**src/rtl/seq_detect_pkg.sv**
```systemverilog
// Shared constants for the byte-serial sequence detector front end.
// The pattern/repeat defaults match the existing 10010 detector benches.
package seq_detect_pkg;

  localparam int unsigned BYTE_W = 8;

  localparam logic [1:0] ST_IDLE  = 2'd0;
  localparam logic [1:0] ST_SHIFT = 2'd1;
  localparam logic [1:0] ST_DONE  = 2'd2;

  localparam logic [4:0] DEF_PAT_10010 = 5'b10010;
  localparam logic       DEF_REPEAT_ON = 1'b1;

endpackage

```
**src/rtl/seq_shift_detect.sv**
```systemverilog
// Serial pattern detector: bit history, fill counter and comparator.
// o_hit is registered; o_hit_next is the same decision one cycle earlier.
module seq_shift_detect #(
  parameter int unsigned PAT_W = 5
) (
  input  logic             i_clk,
  input  logic             i_rst,
  input  logic             i_clr,
  input  logic             i_bit_vld,
  input  logic             i_bit_in,
  input  logic [PAT_W-1:0] i_pattern,
  input  logic             i_repeat,
  output logic             o_hit,
  output logic             o_hit_next
);

  localparam int unsigned          FILL_W   = $clog2(PAT_W + 1);
  localparam logic [FILL_W-1:0]    FILL_MAX = FILL_W'(PAT_W);

  logic [PAT_W-1:0]  r_hist;
  logic [FILL_W-1:0] r_fill;
  logic              r_hit;

  logic [PAT_W-1:0]  w_hist_shift;
  logic [FILL_W-1:0] w_fill_inc;
  logic              w_hit;

  always_comb begin
    w_hist_shift = {r_hist[PAT_W-2:0], i_bit_in};
    w_fill_inc   = (r_fill == FILL_MAX) ? FILL_MAX : r_fill + 1'b1;
    w_hit        = i_bit_vld && (w_fill_inc == FILL_MAX) && (w_hist_shift == i_pattern);
  end

  always_ff @(posedge i_clk) begin
    if (i_rst || i_clr) begin
      r_hist <= '0;
      r_fill <= '0;
      r_hit  <= 1'b0;
    end else begin
      r_hit <= w_hit;
      if (i_bit_vld) begin
        r_hist <= w_hist_shift;
        // Non-overlapping mode: a fresh PAT_W bits are needed after each hit.
        r_fill <= (w_hit && !i_repeat) ? '0 : w_fill_inc;
      end
    end
  end

  assign o_hit      = r_hit;
  assign o_hit_next = w_hit;

endmodule

```
**src/rtl/seq_detect_ctrl.sv**
```systemverilog
// Byte-stream front end: accepts bytes, serialises them MSB first into a
// runtime-configured detector, counts matches per frame and flags frame end.
module seq_detect_ctrl
  import seq_detect_pkg::*;
#(
  parameter int unsigned      PAT_W      = 5,
  parameter logic [PAT_W-1:0] DEF_PAT    = PAT_W'(DEF_PAT_10010),
  parameter logic             DEF_REPEAT = DEF_REPEAT_ON,
  parameter int unsigned      CNT_W      = 8
) (
  input  logic              i_clk,
  input  logic              i_rst,
  input  logic              i_cfg_load,
  input  logic [PAT_W-1:0]  i_cfg_pattern,
  input  logic              i_cfg_repeat,
  input  logic              i_in_valid,
  output logic              o_in_ready,
  input  logic [BYTE_W-1:0] i_in_data,
  input  logic              i_in_last,
  output logic              o_match,
  output logic [CNT_W-1:0]  o_match_cnt,
  output logic              o_frame_done,
  output logic              o_busy
);

  localparam int unsigned      IDX_W    = $clog2(BYTE_W);
  localparam logic [IDX_W-1:0] IDX_LAST = IDX_W'(BYTE_W - 1);
  localparam logic [CNT_W-1:0] CNT_MAX  = '1;

  logic [1:0]        r_state;
  logic [IDX_W-1:0]  r_idx;
  logic [BYTE_W-1:0] r_byte;
  logic              r_last;
  logic              r_busy;
  logic [CNT_W-1:0]  r_cnt;
  logic [PAT_W-1:0]  r_pattern;
  logic              r_repeat;

  logic w_idx_end;
  logic w_accept;
  logic w_first;
  logic w_clr;
  logic w_bit_vld;
  logic w_hit;
  logic w_hit_next;

  always_comb begin
    w_idx_end  = (r_idx == IDX_LAST);
    o_in_ready = 1'b0;
    case (r_state)
      ST_IDLE:  o_in_ready = 1'b1;
      ST_SHIFT: o_in_ready = w_idx_end && !r_last;
      default:  o_in_ready = 1'b0;
    endcase
    w_accept  = i_in_valid && o_in_ready;
    // IDLE with no open frame: the next accept starts a new frame.
    w_first   = (r_state == ST_IDLE) && !r_busy;
    w_clr     = w_accept && w_first;
    w_bit_vld = (r_state == ST_SHIFT);
  end

  always_ff @(posedge i_clk) begin
    if (i_rst) begin
      r_state   <= ST_IDLE;
      r_idx     <= '0;
      r_byte    <= '0;
      r_last    <= 1'b0;
      r_busy    <= 1'b0;
      r_cnt     <= '0;
      r_pattern <= DEF_PAT;
      r_repeat  <= DEF_REPEAT;
    end else begin
      if (w_first && i_cfg_load) begin
        r_pattern <= i_cfg_pattern;
        r_repeat  <= i_cfg_repeat;
      end

      if (w_accept) begin
        r_byte  <= i_in_data;
        r_last  <= i_in_last;
        r_busy  <= 1'b1;
        r_idx   <= '0;
        r_state <= ST_SHIFT;
      end else begin
        case (r_state)
          ST_SHIFT: begin
            r_byte <= r_byte << 1;
            if (w_idx_end) begin
              // Without a follow-on byte an open frame parks in IDLE, history kept.
              r_state <= r_last ? ST_DONE : ST_IDLE;
            end else begin
              r_idx <= r_idx + 1'b1;
            end
          end
          ST_DONE: begin
            r_state <= ST_IDLE;
            r_busy  <= 1'b0;
          end
          default: ;
        endcase
      end

      if (w_clr) begin
        r_cnt <= '0;
      end else if (w_hit_next && (r_cnt != CNT_MAX)) begin
        r_cnt <= r_cnt + 1'b1;
      end
    end
  end

  seq_shift_detect #(
    .PAT_W (PAT_W)
  ) u_detect (
    .i_clk      (i_clk),
    .i_rst      (i_rst),
    .i_clr      (w_clr),
    .i_bit_vld  (w_bit_vld),
    .i_bit_in   (r_byte[BYTE_W-1]),
    .i_pattern  (r_pattern),
    .i_repeat   (r_repeat),
    .o_hit      (w_hit),
    .o_hit_next (w_hit_next)
  );

  assign o_match      = w_hit;
  assign o_match_cnt  = r_cnt;
  assign o_frame_done = (r_state == ST_DONE);
  assign o_busy       = r_busy;

endmodule

```
**config.mk**
```make
export PLATFORM = sky130hd
export DESIGN_NAME = seq_detect_ctrl
export DESIGN_NICKNAME = d
export VERILOG_FILES = /design/src/rtl/seq_detect_pkg.sv /design/src/rtl/seq_shift_detect.sv /design/src/rtl/seq_detect_ctrl.sv
export SDC_FILE = /design/constraint.sdc
export NUM_CORES = 1
export LEC_CHECK = 0
export ABC_AREA = 1
export BUFFER_PORTS_ARGS = -buffer_cell sky130_fd_sc_hd__buf_2
export CORE_MARGIN = 4
export CORE_UTILIZATION = 55
export DETAILED_ROUTE_END_ITERATION = 8
export PLACE_DENSITY = 0.85
export SETUP_SLACK_MARGIN = 0.4
export SLEW_MARGIN = 10
export SYNTH_ARGS = -nofsm -noshare
export SYNTH_HDL_FRONTEND = slang
export SYNTH_SLANG_ARGS = --single-unit
```
**constraint.sdc**
```tcl
create_clock -name i_clk -period 1.8 [get_ports i_clk]
set_clock_uncertainty 0.1 [all_clocks]
set_input_delay 0.36 -clock i_clk [delete_from_list [all_inputs] [get_ports i_clk]]
set_output_delay 0.36 -clock i_clk [all_outputs]
set_load 0.01 [all_outputs]
```
---- Word level (Yosys, flattened, before mapping) ----
Index checks and enable logic that the tools add are counted.
Widths: inputs -> output; s select.
storage, ports and cells
  input bits .............................. 19
  logic and storage cells ................. 59
  bits in registers ....................... 37
cells by class
  muxes and demuxes ....................... 11
  reductions and logical operators ........ 23
  bitwise gates (word level) .............. 1
  eq/ne operators ......................... 9
  $add $sub $neg .......................... 3
operators by type and width
  operator             number
  $mux 8               2
  $eq 3x3->1 const B   3
  $logic_and 1x1->1    9
  $add 8x1->8 const B  1
  $ne 8x8->1 const B   1
  $add 3x1->3 const B  2
  $mux 3               2
  $reduce_and 2->1     3
  $reduce_bool 2->1    3
  $eq 5x5->1           1
  $mux 2               2
  $pmux 2 s2           1
  $reduce_or 2->1      2
  $logic_not 1->1      3
  $mux 1               3
  $ne 3x3->1 const B   1
  $reduce_bool 3->1    1
  $eq 2x1->1 const B   1
  $eq 2x2->1 const B   1
  $logic_not 2->1      1
  $ne 2x2->1 const B   1
  $pmux 1 s2           1
  $logic_or 1x1->1     1
  $not 1->1            1

---- Logic depth before layout (Yosys ltp) ----
  depth after elaboration ................. 7
  depth in mapped cells ................... 12
  depth with buffers taken out ............ 11

---- By module ----
A second synthesis with hierarchy kept.
second synthesis, totals
  cell total of the unflattened synthesis .. 278
  area total of the unflattened synthesis .. 1866.8 sq um
by module, submodules not included
  module            instances  area each (sq um)  cells each
  seq_detect_ctrl   1          1422.6             211
  seq_shift_detect  1          444.2              67

---- Least setup slack after synthesis ----
No wires, ideal clock.
  kind .................................... register to register
  start point ............................. register r_idx[0]
  end point ............................... register r_byte[6]
  setup time .............................. 0.109 ns
  buffers on the path ..................... 1
  arrival time ............................ 1.383 ns
  required time ........................... 1.591 ns
  clock period less this slack ............ 1.591 ns
  setup slack ............................. 0.209 ns
  stages on the path, launching flop included .. 13
  path through ............................ dfxtp_1 ha_1 ha_1 nand2_1 nand2_1 nand2_1 nor2_4 inv_2 buf_2 nand3_1 nand3_1 nand2_1 inv_1
between the ends
  longest elaborated chain between the ends .. 5
  elaborated cells between the ends (all ways) .. 6
RTL lines
  what                                         RTL line               source
  from (decl)                                  seq_detect_ctrl.sv:31  logic [IDX_W-1:0] r_idx;
  from (signal assigned)                       seq_detect_ctrl.sv:92  r_idx <= r_idx + 1'b1;
  $eq 3x3->1 *                                 seq_detect_ctrl.sv:48  w_idx_end = (r_idx == IDX_LAST);
  $logic_and 1x1->1 *                          seq_detect_ctrl.sv:52  ST_SHIFT: o_in_ready = w_idx_end && !r_last;
  $pmux 1 s2 *                                 seq_detect_ctrl.sv:50  case (r_state)
  $logic_and 1x1->1 *                          seq_detect_ctrl.sv:55  w_accept = i_in_valid && o_in_ready;
  $mux 8 or $reduce_bool 2->1 (tied branches)  --
  to (signal assigned)                         seq_detect_ctrl.sv:79  r_byte <= i_in_data;
  to (signal assigned)                         seq_detect_ctrl.sv:87  r_byte <= r_byte << 1;
  to (decl)                                    seq_detect_ctrl.sv:32  logic [BYTE_W-1:0] r_byte;
Mark *: on every way between the ends. The rest lies on a longest branch, timed or not.
A chain may end at the register's enable or synchronous reset.

---- Worst setup path after layout ----
  start point ............................. register r_idx[1]
  end point ............................... output o_in_ready
between the ends
  longest elaborated chain between the ends .. 3
RTL lines
  what               RTL line               source
  $eq 3x3->1         seq_detect_ctrl.sv:48
  $logic_and 1x1->1  seq_detect_ctrl.sv:52
  $pmux 1 s2         seq_detect_ctrl.sv:50
  to (decl)          seq_detect_ctrl.sv:17  output logic o_in_ready,
Every way passes these cells.

==> metrics.yaml <==
fillCellCount: 155
place_hpwl_mm: 2.85
drt-total-wl_mm: 6.34
ys_warn_count: 0
start_util_pct: 59.0
synth_area_um2: 1850
synth_top_area_share_pct: 40.1
ys_ff_latch: 37
layout_worst_path_cycle_share_pct: 102
tightestPinTransition_ns: 0.382
route.met2.wl_mm: 3.14
hold_depth: 3
antenna_left: 0
synthCells: 269
firstDrtPassIters: 5
wl_per_cell_um: 17.1
synthAdderAreaFrac_pct: 2.03
grt_usage_pct: 23.8
clkTransAtPathRegs_ns: 0.12
r2r-start: "r_idx[1]"
die_w_um: 65.9
n_antenna_cell: 0
cts_sinks: 37
finalHoldWorstSlack_ns: 0.120
antenna_found_initial: 0
wl_met3_um: 384
worstPathRequired_ns: 1.34
met1_length_mm: 2.62
cts_buffers: 5
outcome: "finished with violations"
die-area_um2: 4350
rows: 20
final_common_cell: "nand2_1"
cts_root_buf: "clkbuf_4"
min_to: "r_pattern[4]"
synth_fp_nets: 291
synth_ff_type: "dfxtp_1"
post-place-ws_ns: 0.165
start_kind: "flip-flop"
slew_viol_final: 0
ys_types: 26
setup_viol: 1
clock.fmax_ghz: 0.543
core_um2: 3130
post-route-util_pct: 86.8
r2r_slack_ns: 0.04
vias_per_cell: 5.88
cts_tree: "yes"
grt_pass1_wl_mm: 7.98
nNetsFinal: 349
worstPathMaxFanout: 3
rsz0062_at_grt: "yes"
vias: 2188
htree_levels: 2
violations: "setup timing"
die_h_um: 65.9
clockBufferDepth: 2
grt_max_degree: 17
tns_ns: -0.0425
dp_cells: 339
critPathArrivalTime_ns: 1.38
synthArstFlopShare_pct: 0
hold_viol_final: 0
drcViolationCount: 0
drive_gt1_share_pct: 48.8
r2r_cells: 13
synth_simple_gate_area_share_pct: 34.1
ios: 31
avgSynthCellArea_um2: 6.86
final-instance-count-excl-fill: 372
timing.slew.headroom_pct: 74.5
grt-ovfl-total: 0
p_total_mw: 1.76
synth_mux_area_share_pct: 0
grt_pass1_vias: 1830
postPlaceCellArea_um2: 2100
setup_ws_ns: -0.0425
synthXorXnorAreaFrac_pct: 0.475
yosysTopAreaCell: "dfxtp_1"
hold_start: "i_cfg_pattern[4]"
syn2layout_area_growth_pct: 47.1
synth_edf_count: 0
period_minus_slack_ns: 1.84
fin_area_um2: 2720
maxCapViolCount: 0
ys_seq_area_share_pct: 40.1
io_buffers: 30
reg2reg_to: "r_byte[6]"
mostFrequentLayoutCells: "nand2_1 (54), buf_2 (27), nand2_2 (19)"
worstSetupEndpointType: "output pin"
synth_top_family_by_area: "simple AND/OR/NAND/NOR gates"
power_density_nw_per_um2: 649
clock_latency_ns: 0.35
crit_type: "flip-flop to output pin"
p_leak_nw: 1.09
gp_congestion: 0.817
drtIter0Drc: 253
ir_worst_vdd_v: 0.000508
synth_compound_area_share_pct: 14.3
top_layer: "met4"
synth_area_leaders: "dfxtp_1 (40%), nand2_1 (15%), nand3_1 (7.3%)"
hp-class: "primary input to flip-flop"
-- power by group --
group          switching, mW  internal (mW)  total (mW)
registers             0.0305          0.843       0.874
clock network          0.288          0.276       0.564
logic                  0.201          0.124       0.325
total                  0.519           1.24        1.76
-- final cells by class --
type	instances	area [um2]	share of cell area (%)
sequential	37	787	29.0
clock buffer	8	80.1	2.95
multi-input combinational	195	1240	45.9
inverter	31	126	4.65
tap	44	55.1	2.03
timing repair buffer	54	390	14.4
timing repair inverter	3	31.3	1.15
-- logic make-up after synthesis --
group                      count (synthesis)
and+or+nand+nor                          141
AOI/OAI and AO/OA                         48
buffers and inverters                     39
DFF                                       37
adders and majority gates                  3
xor gates and xnor gates                   1
-- Yosys cell counts, types with 6 or more instances --
library cell and n:
inv_1 21, nor2_1 21, a31oi_1 8, nand3_1 27
nand2_1 76, a21oi_1 23, nand4_1 6, o21ai_0 8
dfxtp_1 37, inv_2 9, buf_2 6
-- registers in the layout, summed over array words and instances, names as in the netlist --
signal           flops
r_state              2
r_idx                3
o_busy               1
r_last               1
r_pattern            5
u_detect.r_fill      3
u_detect.o_hit       1
r_byte               8
r_repeat             1
u_detect.r_hist      4
o_match_cnt          8
-- how the worst max path moves through the flow --
stage | from | to | slack (ns) | cells after the start
2_1_floorplan | r_idx[1] | r_byte[6] | 0.28 | 12
3_3_place_gp | r_idx[0] | r_state[1] | 0.23 | 9
3_5_place_dp | r_idx[1] | r_state[1] | 0.17 | 9
4_1_cts | r_idx[0] | o_in_ready | -0.004 | 7
5_1_grt | r_idx[1] | o_in_ready | -0.07 | 7
6_report | r_idx[1] | o_in_ready | -0.04 | 7
-- worst max-delay path, stage by stage, from the launching register on --
cell     delay (ns)
dfxtp_2        0.36
ha_4           0.16
ha_4           0.16
nand2_2        0.06
nand2_2        0.05
nand2_2        0.08
inv_2          0.04
buf_6          0.11
-- routing by layer --
metal  GRT usage (%)  vias up
li1                -     1014
met1            29.9     1031
met2            39.5      116
met3            4.42       27
met4            10.1        0
met5               0        -
-- timing repair --
item / in CTS / in global routing
endpoints found under the setup margin: 30 / 39
pin swaps: 21 / 30
gates cloned: 5 / 0
hold buffers: 0 / 0
setup buffers: 9 / 11
resized for setup: 42 / 70
Power figures use the tool's default switching activity.
